==> config.mk <==
export PLATFORM = sky130hd
export DESIGN_NAME = jpeg_stream_port
export DESIGN_NICKNAME = d
export VERILOG_FILES = /design/src/rtl/jpeg_stream_pkg.sv /design/src/rtl/jpeg_stream_fifo.sv /design/src/rtl/jpeg_stream_port.sv
export SDC_FILE = /design/constraint.sdc
export NUM_CORES = 1
export LEC_CHECK = 0
export BUFFER_PORTS_ARGS = -buffer_cell sky130_fd_sc_hd__buf_2
export CORE_MARGIN = 4
export CORE_UTILIZATION = 50
export CTS_CLUSTER_DIAMETER = 150
export DETAILED_ROUTE_END_ITERATION = 8
export HOLD_SLACK_MARGIN = 0.05
export PLACE_DENSITY = 0.73
export SKIP_CTS_REPAIR_TIMING = 1
export SLEW_MARGIN = 5
export SYNTH_ARGS = -nofsm -noshare
export SYNTH_HDL_FRONTEND = slang
export SYNTH_SLANG_ARGS = --single-unit
==> constraint.sdc <==
create_clock -name clock -period 5.2 [get_ports clock]
set_input_delay 0.26 -clock clock [delete_from_list [all_inputs] [get_ports clock]]
set_output_delay 0.26 -clock clock [all_outputs]
set_load 0.005 [all_outputs]
==> src/rtl/jpeg_stream_pkg.sv <==
// Shared register map, status layout, unpacker states and FIFO entry format
// for the JPEG byte-stream output port.
package jpeg_stream_pkg;

  localparam logic [1:0] REG_DATA   = 2'd0;
  localparam logic [1:0] REG_BYTE   = 2'd1;
  localparam logic [1:0] REG_STATUS = 2'd2;
  localparam logic [1:0] REG_CTRL   = 2'd3;

  localparam int ST_EMPTY = 0;
  localparam int ST_FULL  = 1;
  localparam int ST_BUSY  = 2;
  localparam int ST_OVF   = 3;
  localparam int ST_COUNT = 8;

  typedef enum logic [1:0] {IDLE, SEND, STUFF} state_t;

  // len holds nbytes-1; bytes leave MSB-first starting at word byte[len]
  typedef struct packed {
    logic [1:0]  len;
    logic [31:0] word;
  } entry_t;

  function automatic logic [7:0] byte_sel(input logic [31:0] w, input logic [1:0] i);
    return w[{i, 3'b000} +: 8];
  endfunction

endpackage

==> src/rtl/jpeg_stream_fifo.sv <==
// Synchronous FIFO (module stream_fifo) with head-of-queue combinational read.
// A push while full is dropped even when a pop happens in the same cycle.
module stream_fifo #(
  parameter int W     = 34,
  parameter int DEPTH = 8
) (
  input  logic                     clock,
  input  logic                     reset,
  input  logic                     push,
  input  logic                     pop,
  input  logic [W-1:0]             din,
  output logic [W-1:0]             dout,
  output logic                     full,
  output logic                     empty,
  output logic [$clog2(DEPTH):0]   count
);

  localparam int AW = $clog2(DEPTH);
  localparam int CW = AW + 1;

  logic [W-1:0]  mem [DEPTH];
  logic [AW-1:0] wp, rp;
  logic          do_push, do_pop;

  assign full    = count == CW'(DEPTH);
  assign empty   = count == '0;
  assign do_push = push & ~full;
  assign do_pop  = pop & ~empty;
  assign dout    = mem[rp];

  always_ff @(posedge clock) begin
    if (do_push) mem[wp] <= din;
  end

  always_ff @(posedge clock or posedge reset) begin
    if (reset) begin
      wp    <= '0;
      rp    <= '0;
      count <= '0;
    end else begin
      if (do_push) wp <= wp + AW'(1);
      if (do_pop)  rp <= rp + AW'(1);
      count <= count + CW'(do_push) - CW'(do_pop);
    end
  end

endmodule

==> src/rtl/jpeg_stream_port.sv <==
// Memory-mapped JPEG output port: register decode, FIFO and MSB-first byte unpacker.
// Define JPEG_STREAM_STUFF_EN to add CTRL.bit0 and 0x00 insertion after every 0xFF byte.
module jpeg_stream_port
  import jpeg_stream_pkg::*;
#(
  parameter int               WIDTH = 32,
  parameter int               DEPTH = 8,
  parameter logic [WIDTH-1:0] BASE  = 32'h0000_1000
) (
  input  logic             clock,
  input  logic             reset,
  input  logic [WIDTH-1:0] ramaddress,
  input  logic             writeram,
  input  logic [WIDTH-1:0] writeramdata,
  output logic [WIDTH-1:0] readramdata,
  output logic             hit,
  output logic [7:0]       out_data,
  output logic             out_valid,
  input  logic             out_ready
);

  localparam int CW = $clog2(DEPTH) + 1;

  logic [1:0]    off;
  logic          wr_en, push, pop, full, empty, overflow, stuff_on;
  logic [CW-1:0] count;
  entry_t        din, head;
  state_t        state;
  logic [31:0]   hold, status;
  logic [1:0]    idx;
  logic          hs, last, stuff_now, adv;
  logic          addr_unused;

  assign off         = ramaddress[3:2];
  assign addr_unused = ^ramaddress[1:0];
  assign hit         = ramaddress[WIDTH-1:4] == BASE[WIDTH-1:4];
  assign wr_en       = hit & writeram;
  assign push        = wr_en & ((off == REG_DATA) | (off == REG_BYTE));

  always_comb begin
    din.len  = (off == REG_DATA) ? 2'd3 : 2'd0;
    din.word = (off == REG_DATA) ? writeramdata : {24'h0, writeramdata[7:0]};
  end

  stream_fifo #(.W($bits(entry_t)), .DEPTH(DEPTH)) u_fifo (
    .clock (clock),
    .reset (reset),
    .push  (push),
    .pop   (pop),
    .din   (din),
    .dout  (head),
    .full  (full),
    .empty (empty),
    .count (count)
  );

  // Overflow is judged on pre-edge full, so a same-cycle pop never rescues the push
  always_ff @(posedge clock or posedge reset) begin
    if (reset)
      overflow <= 1'b0;
    else if (push && full)
      overflow <= 1'b1;
    else if (wr_en && off == REG_STATUS && writeramdata[ST_OVF])
      overflow <= 1'b0;
  end

`ifdef JPEG_STREAM_STUFF_EN
  logic stuff_en;
  always_ff @(posedge clock or posedge reset) begin
    if (reset)
      stuff_en <= 1'b0;
    else if (wr_en && off == REG_CTRL)
      stuff_en <= writeramdata[0];
  end
  assign stuff_on = stuff_en;
`else
  assign stuff_on = 1'b0;
`endif

  always_comb begin
    status             = '0;
    status[ST_EMPTY]   = empty;
    status[ST_FULL]    = full;
    status[ST_BUSY]    = ~empty | (state != IDLE);
    status[ST_OVF]     = overflow;
    status[ST_COUNT +: 8] = 8'(count);
  end

  always_comb begin
    readramdata = '0;
    if (hit) begin
      case (off)
        REG_STATUS: readramdata = status;
        REG_CTRL:   readramdata = {31'h0, stuff_on};
        default:    readramdata = '0;
      endcase
    end
  end

  // Stuffing is decided at the FF byte's own handshake, so CTRL changes only
  // affect later FF bytes.
  assign hs        = out_valid & out_ready;
  assign last      = idx == 2'd0;
  assign stuff_now = (state == SEND) & hs & (out_data == 8'hFF) & stuff_on;
  assign adv       = hs & ~stuff_now;
  assign pop       = ~empty & ((state == IDLE) | (adv & last));

  always_ff @(posedge clock or posedge reset) begin
    if (reset) begin
      state     <= IDLE;
      hold      <= '0;
      idx       <= '0;
      out_data  <= '0;
      out_valid <= 1'b0;
    end else if (pop) begin
      state     <= SEND;
      hold      <= head.word;
      idx       <= head.len;
      out_data  <= byte_sel(head.word, head.len);
      out_valid <= 1'b1;
    end else if (stuff_now) begin
      state    <= STUFF;
      out_data <= 8'h00;
    end else if (adv) begin
      if (last) begin
        state     <= IDLE;
        out_valid <= 1'b0;
      end else begin
        state    <= SEND;
        idx      <= idx - 2'd1;
        out_data <= byte_sel(hold, idx - 2'd1);
      end
    end
  end

endmodule

# Word-level counts from Yosys, hierarchy flattened

Memories as Yosys holds them, arrays and structs flattened.
Index checks and enable logic that the tools add are counted.

Flip-flop bits (word level): 56
Memory bits (writable): 272
Bits of input ports: 68
Output and inout bits: 42
Memories kept: 1

$add $sub $neg: 5
Eq/ne operators: 5
Shifts and indexed selects: 2
Mux-type cells: 20
Bitwise gates (word level): 12
Reduce and logical (&&, ||, !) cells: 13

Memory list:

| memory     | depth | width | rd ports | clocked after memory_dff | wr ports | line                   | source |
|---|---|---|---|---|---|---|---|
| u_fifo.mem | 8     | 34    | 1        | 0                        | 1        | jpeg_stream_fifo.sv:21 | `logic [W-1:0] mem [DEPTH];` |

Operators with widths:

| cell                | number |
|---|---|
| $mux 32             | 2 |
| $shiftx 32x6->8     | 2 |
| $eq 28x9->1 const B | 1 |
| $mux 8              | 3 |
| $mux 12             | 1 |
| $mux 2              | 6 |
| $mux 1              | 8 |
| $reduce_bool 2->1   | 4 |
| $and 1x1->1         | 7 |
| $add 3x1->3 const B | 2 |
| $logic_not 2->1     | 3 |
| $add 4x1->4         | 1 |
| $eq 4x4->1 const B  | 1 |
| $logic_not 4->1     | 1 |
| $reduce_and 2->1    | 2 |
| $sub 4x1->4         | 1 |
| $logic_and 1x1->1   | 3 |
| $or 1x1->1          | 3 |
| $eq 2x1->1 const B  | 1 |
| $eq 2x2->1 const B  | 1 |
| $ne 2x1->1 const B  | 1 |
| $not 1->1           | 2 |
| $sub 2x1->2 const B | 1 |

# Longest topological paths before layout

Depth in word-level cells: 6
Mapped depth: 13

# Modules after synthesis

A second synthesis with hierarchy kept.

Cells, all modules: 755
Area total of the unflattened synthesis: 13550.5 µm²

By module, submodules not included:

| module           | times used | cells an instance | area an instance (µm²) |
|---|---|---|---|
| stream_fifo      | 1          | 453               | 10840.4 |
| jpeg_stream_port | 1          | 302               | 2710.1 |

# Worst setup path after synthesis

No wires, ideal clock.

Path kind: input to register
Start: input port ramaddress[15]
End: memory u_fifo.mem[0][0] (enable)
Library setup time: 0.464 ns
Arrival: 3.693 ns
Setup slack: 1.043 ns
Stages: 5
Cells stage by stage: nor4b_4 > nand4_4 > a2111oi_4 > nand2b_2 > nor3_1

Longest elaborated chain between the ends: 6

RTL lines:

| item                         | line                   | source |
|---|---|---|
| from (decl)                  | jpeg_stream_port.sv:12 | `input logic [WIDTH-1:0] ramaddress,` |
| $eq 28x9->1                  | jpeg_stream_port.sv:36 | `assign hit = ramaddress[WIDTH-1:4] == BASE[WIDTH-1:4];` |
| $and 1x1->1                  | jpeg_stream_port.sv:37 | `assign wr_en = hit & writeram;` |
| $and 1x1->1                  | jpeg_stream_port.sv:38 | `assign push = wr_en & ((off == REG_DATA) \| (off == REG_BYTE));` |
| $and 1x1->1                  | jpeg_stream_fifo.sv:27 | `assign do_push = push & ~full;` |
| net u_fifo.do_push           | jpeg_stream_fifo.sv:23 | `logic do_push, do_pop;` |
| $mux 1                       | jpeg_stream_fifo.sv:32 | `if (do_push) mem[wp] <= din;` |
| $mux 1 (implied by the code) | jpeg_stream_fifo.sv:32 |  |
| to (decl)                    | jpeg_stream_fifo.sv:21 |  |

The timed path passes the listed nets, and every way through them passes these cells.

# Worst setup path in the final report

Start: register u_fifo.count[2]
End: memory u_fifo.mem[5][5] (enable)

Longest elaborated chain between the ends: 5

RTL lines:

| item                         | line                   | source |
|---|---|---|
| from (decl)                  | jpeg_stream_fifo.sv:15 | `output logic [$clog2(DEPTH):0] count` |
| from (signal assigned)       | jpeg_stream_fifo.sv:43 | `count <= count + CW'(do_push) - CW'(do_pop);` |
| $eq 4x4->1                   | jpeg_stream_fifo.sv:25 | `assign full = count == CW'(DEPTH);` |
| $not 1->1                    | jpeg_stream_fifo.sv:27 |  |
| $and 1x1->1                  | jpeg_stream_fifo.sv:27 |  |
| net u_fifo.do_push           | jpeg_stream_fifo.sv:23 |  |
| $mux 1                       | jpeg_stream_fifo.sv:32 |  |
| $mux 1 (implied by the code) | jpeg_stream_fifo.sv:32 |  |

The timed path passes the listed nets, and every way through them passes these cells.

==> impl_metrics.tcl <==
set metrics [dict create \
    wl_per_cell_um 21.8 \
    max_freq_mhz 336 \
    synth.most_common_cell "edfxtp_1" \
    hold_ws_ps 49.9 \
    diodes 0 \
    cp_data_required_time_ps 5370 \
    synth_top_cell_area_share 0.607 \
    skew_ps 23.6 \
    yosys-top-cells-count "edfxtp_1 (264), a21oi_1 (60), mux4_2 (57)" \
    maxSlewViolCount 0 \
    grt_max_degree 89 \
    yosysSeqAreaShare 0.713 \
    tns_ps 0 \
    root_buffer "clkbuf_16" \
    grt_overflow 0 \
    post_dp_cell_area_um2 13800 \
    core_um2 25400 \
    pin_count 110 \
    reg2reg_depth 6 \
    setup_violations 0 \
    fin_crit_ps 2980 \
    async_flop_share 0.172 \
    clock_latency_ps 500 \
    crit_chain "inv_1, ha_1, a2111oi_4, nand2b_2, nor2_4, buf_4" \
    route.detailed.drc 0 \
    finalWirelength_um 25900 \
    yosys_warnings 0 \
    setup.worst_path.start_class "flop" \
    max_stage_delay_ps 720 \
    path_buf_inv 2 \
    crit_arrival_ps 3150 \
    syn-instance-count 730 \
    clkSlewWorstSetupHoldPaths_ps 60 \
    port_buffers 83 \
    antenna_found_initial 0 \
    cp-end-kind "flop" \
    slew_headroom 0.399 \
    areaGrowthSynthToFinish_pct 14.9 \
    tightest_slew_ps 902 \
    layout-drive-gt1-share 0.280 \
    synth_seq_cells 319 \
    syn-mean-instance-area_um2 17.9 \
    worstHoldPathCells 1 \
    timing.final.hold_violations 0 \
    hold_class "input pin to flop" \
    cp_num_cells 6 \
    path_max_fanout 22 \
    htreeDepth 2 \
    internal_power_mw 4.28 \
    yosys-top-cells-area "edfxtp_1 (61%), dfrtp_1 (11%), mux4_2 (9.8%)" \
    numCtsBuffers 34 \
    gp_congestion 0.755 \
    grt_pass1_vias 6836 \
    via_per_inst 5.58 \
    ir_drop_mv 0.255 \
    post-place-ws_ps 1880 \
    synth_cell_types 45 \
    status "completed" \
    die_w_um 170 \
    crit_type "flop to flop" \
    combPwrFrac 0.015 \
    seqPwrFrac 0.526 \
    syn_area_um2 13100 \
    power.leakage_nw 5.18 \
    vias 6632 \
    dieArea_um2 28700 \
    switchingPower_mw 0.968 \
    clock_power_share 0.459 \
    drtPass1Iterations 7 \
    cts_tree "yes" \
    cts_sinks 319 \
    cap_violations 0 \
    fin_area_um2 15000 \
    rsz0062_at_grt "no" \
    clockBufferDepth 3 \
    hpwl_um 15200 \
    synth_edf_count 264 \
    grt_usage 0.184 \
    worst_slack_ps 2220 \
    synth_largest_area_cell "edfxtp_1" \
    switching_share 0.184 \
    cp_slowest_cell "nor2_4" \
    fin_util 0.590 \
    crit_family "simple AND/OR/NAND/NOR gates" \
    rows 58 \
    ys.flop_type "edfxtp_1" \
    power_density_nw_per_um2 350 \
    initial_core_util 0.514 \
    finish.net_count 912 \
    first_iter_violations 541 \
    die_h_um 170 \
    ant_nets 0 \
    grt_pass1_wl_um 40300 \
    period_share 0.573 \
]
## cell usage in the layout (no fill, tap or decap), drive strengths merged, types with 12 or more instances in the layout
| cell type | synthesis | layout |
|---|---|---|
| a21oi | 61 | 61 |
| and2 | 31 | 31 |
| buf | 43 | 99 |
| clkbuf | 18 | 42 |
| clkinv | 0 | 12 |
| conb | 1 | 24 |
| dfrtp | 55 | 55 |
| edfxtp | 264 | 264 |
| mux2i | 50 | 50 |
| mux4 | 57 | 57 |
| nor2 | 45 | 45 |
| o22ai | 17 | 17 |
## through the flow
step	instances	power (mW)
floorplan	753	2.86
global placement	1121	2.89
detailed placement	1121	2.89
CTS	1181	5.30
global route	1188	5.42
finish	1188	5.25
## per-layer routing
layer	wire length (um)	track usage	vias to the layer above
li1	-	-	3008
met1	11200	0.258	3350
met2	12500	0.300	229
met3	1490	0.0300	45
met4	684	0.0620	0
met5	0	0	-
## worst paths after layout
kind	start	end	slack, ps
worst max-delay path	u_fifo.count[2]$_DFF_PP0_	u_fifo.mem[5][5]$_DFFE_PP_	2220
worst min-delay path	writeramdata[5]	u_fifo.mem[4][5]$_DFFE_PP_	50
worst max register to register	u_fifo.count[2]$_DFF_PP0_	u_fifo.mem[5][5]$_DFFE_PP_	2220
worst min register to register	overflow$_DFFE_PP0P_	overflow$_DFFE_PP0P_	500
max in group asynchronous	reset	u_fifo.rp[0]$_DFFE_PP0P_	4160
min in group asynchronous	reset	hold[20]$_DFFE_PP0N_	490
## sequential cells by signal (all words and copies together) (netlist names)
register      cells
u_fifo.wp         3
u_fifo.count      4
u_fifo.mem      264
out_data          8
hold             32
overflow          1
u_fifo.rp         3
state             1
out_valid         1
idx               2
## logic make-up (layout without fill, tap and decap cells)
group | Yosys count | after routing | share of synthesized area
and+or+nand+nor | 112 | 112 | 0.0520
DFF | 319 | 319 | 0.713
buffers and inverters | 71 | 176 | 0.0317
AOI/OAI and AO/OA | 93 | 93 | 0.0426
adders and majority gates | 10 | 10 | 0.0102
muxes | 117 | 117 | 0.146
other | 1 | 24 | 0.000287
xor gates and xnor gates | 7 | 7 | 0.00470
## worst register-to-register path, cell delays in order (launching register included)
cell       delay (ps)
dfrtp_1           340
inv_1              80
ha_1              260
a2111oi_4         590
nand2b_2          280
nor2_4            720
buf_4             380
## power groups by stage
stage	registers (mW)	logic, mW	clock network (mW)
floorplan	2.81	0.0414	0
global placement	2.81	0.0724	0
detailed placement	2.81	0.0750	0
CTS	2.76	0.0753	2.46
global route	2.76	0.0880	2.58
finish	2.76	0.0779	2.41
## layout make-up
class,count,area [um2]
Sequential cell,319,9310
Inverter,10,37.5
Fill cell,1876,10400
Tap cell,330,413
Clock inverter,18,211
Timing Repair Buffer,106,618
Multi-Input combinational cell,363,3490
Clock buffer,42,912
No activity file was read; power rests on OpenSTA's default activity.
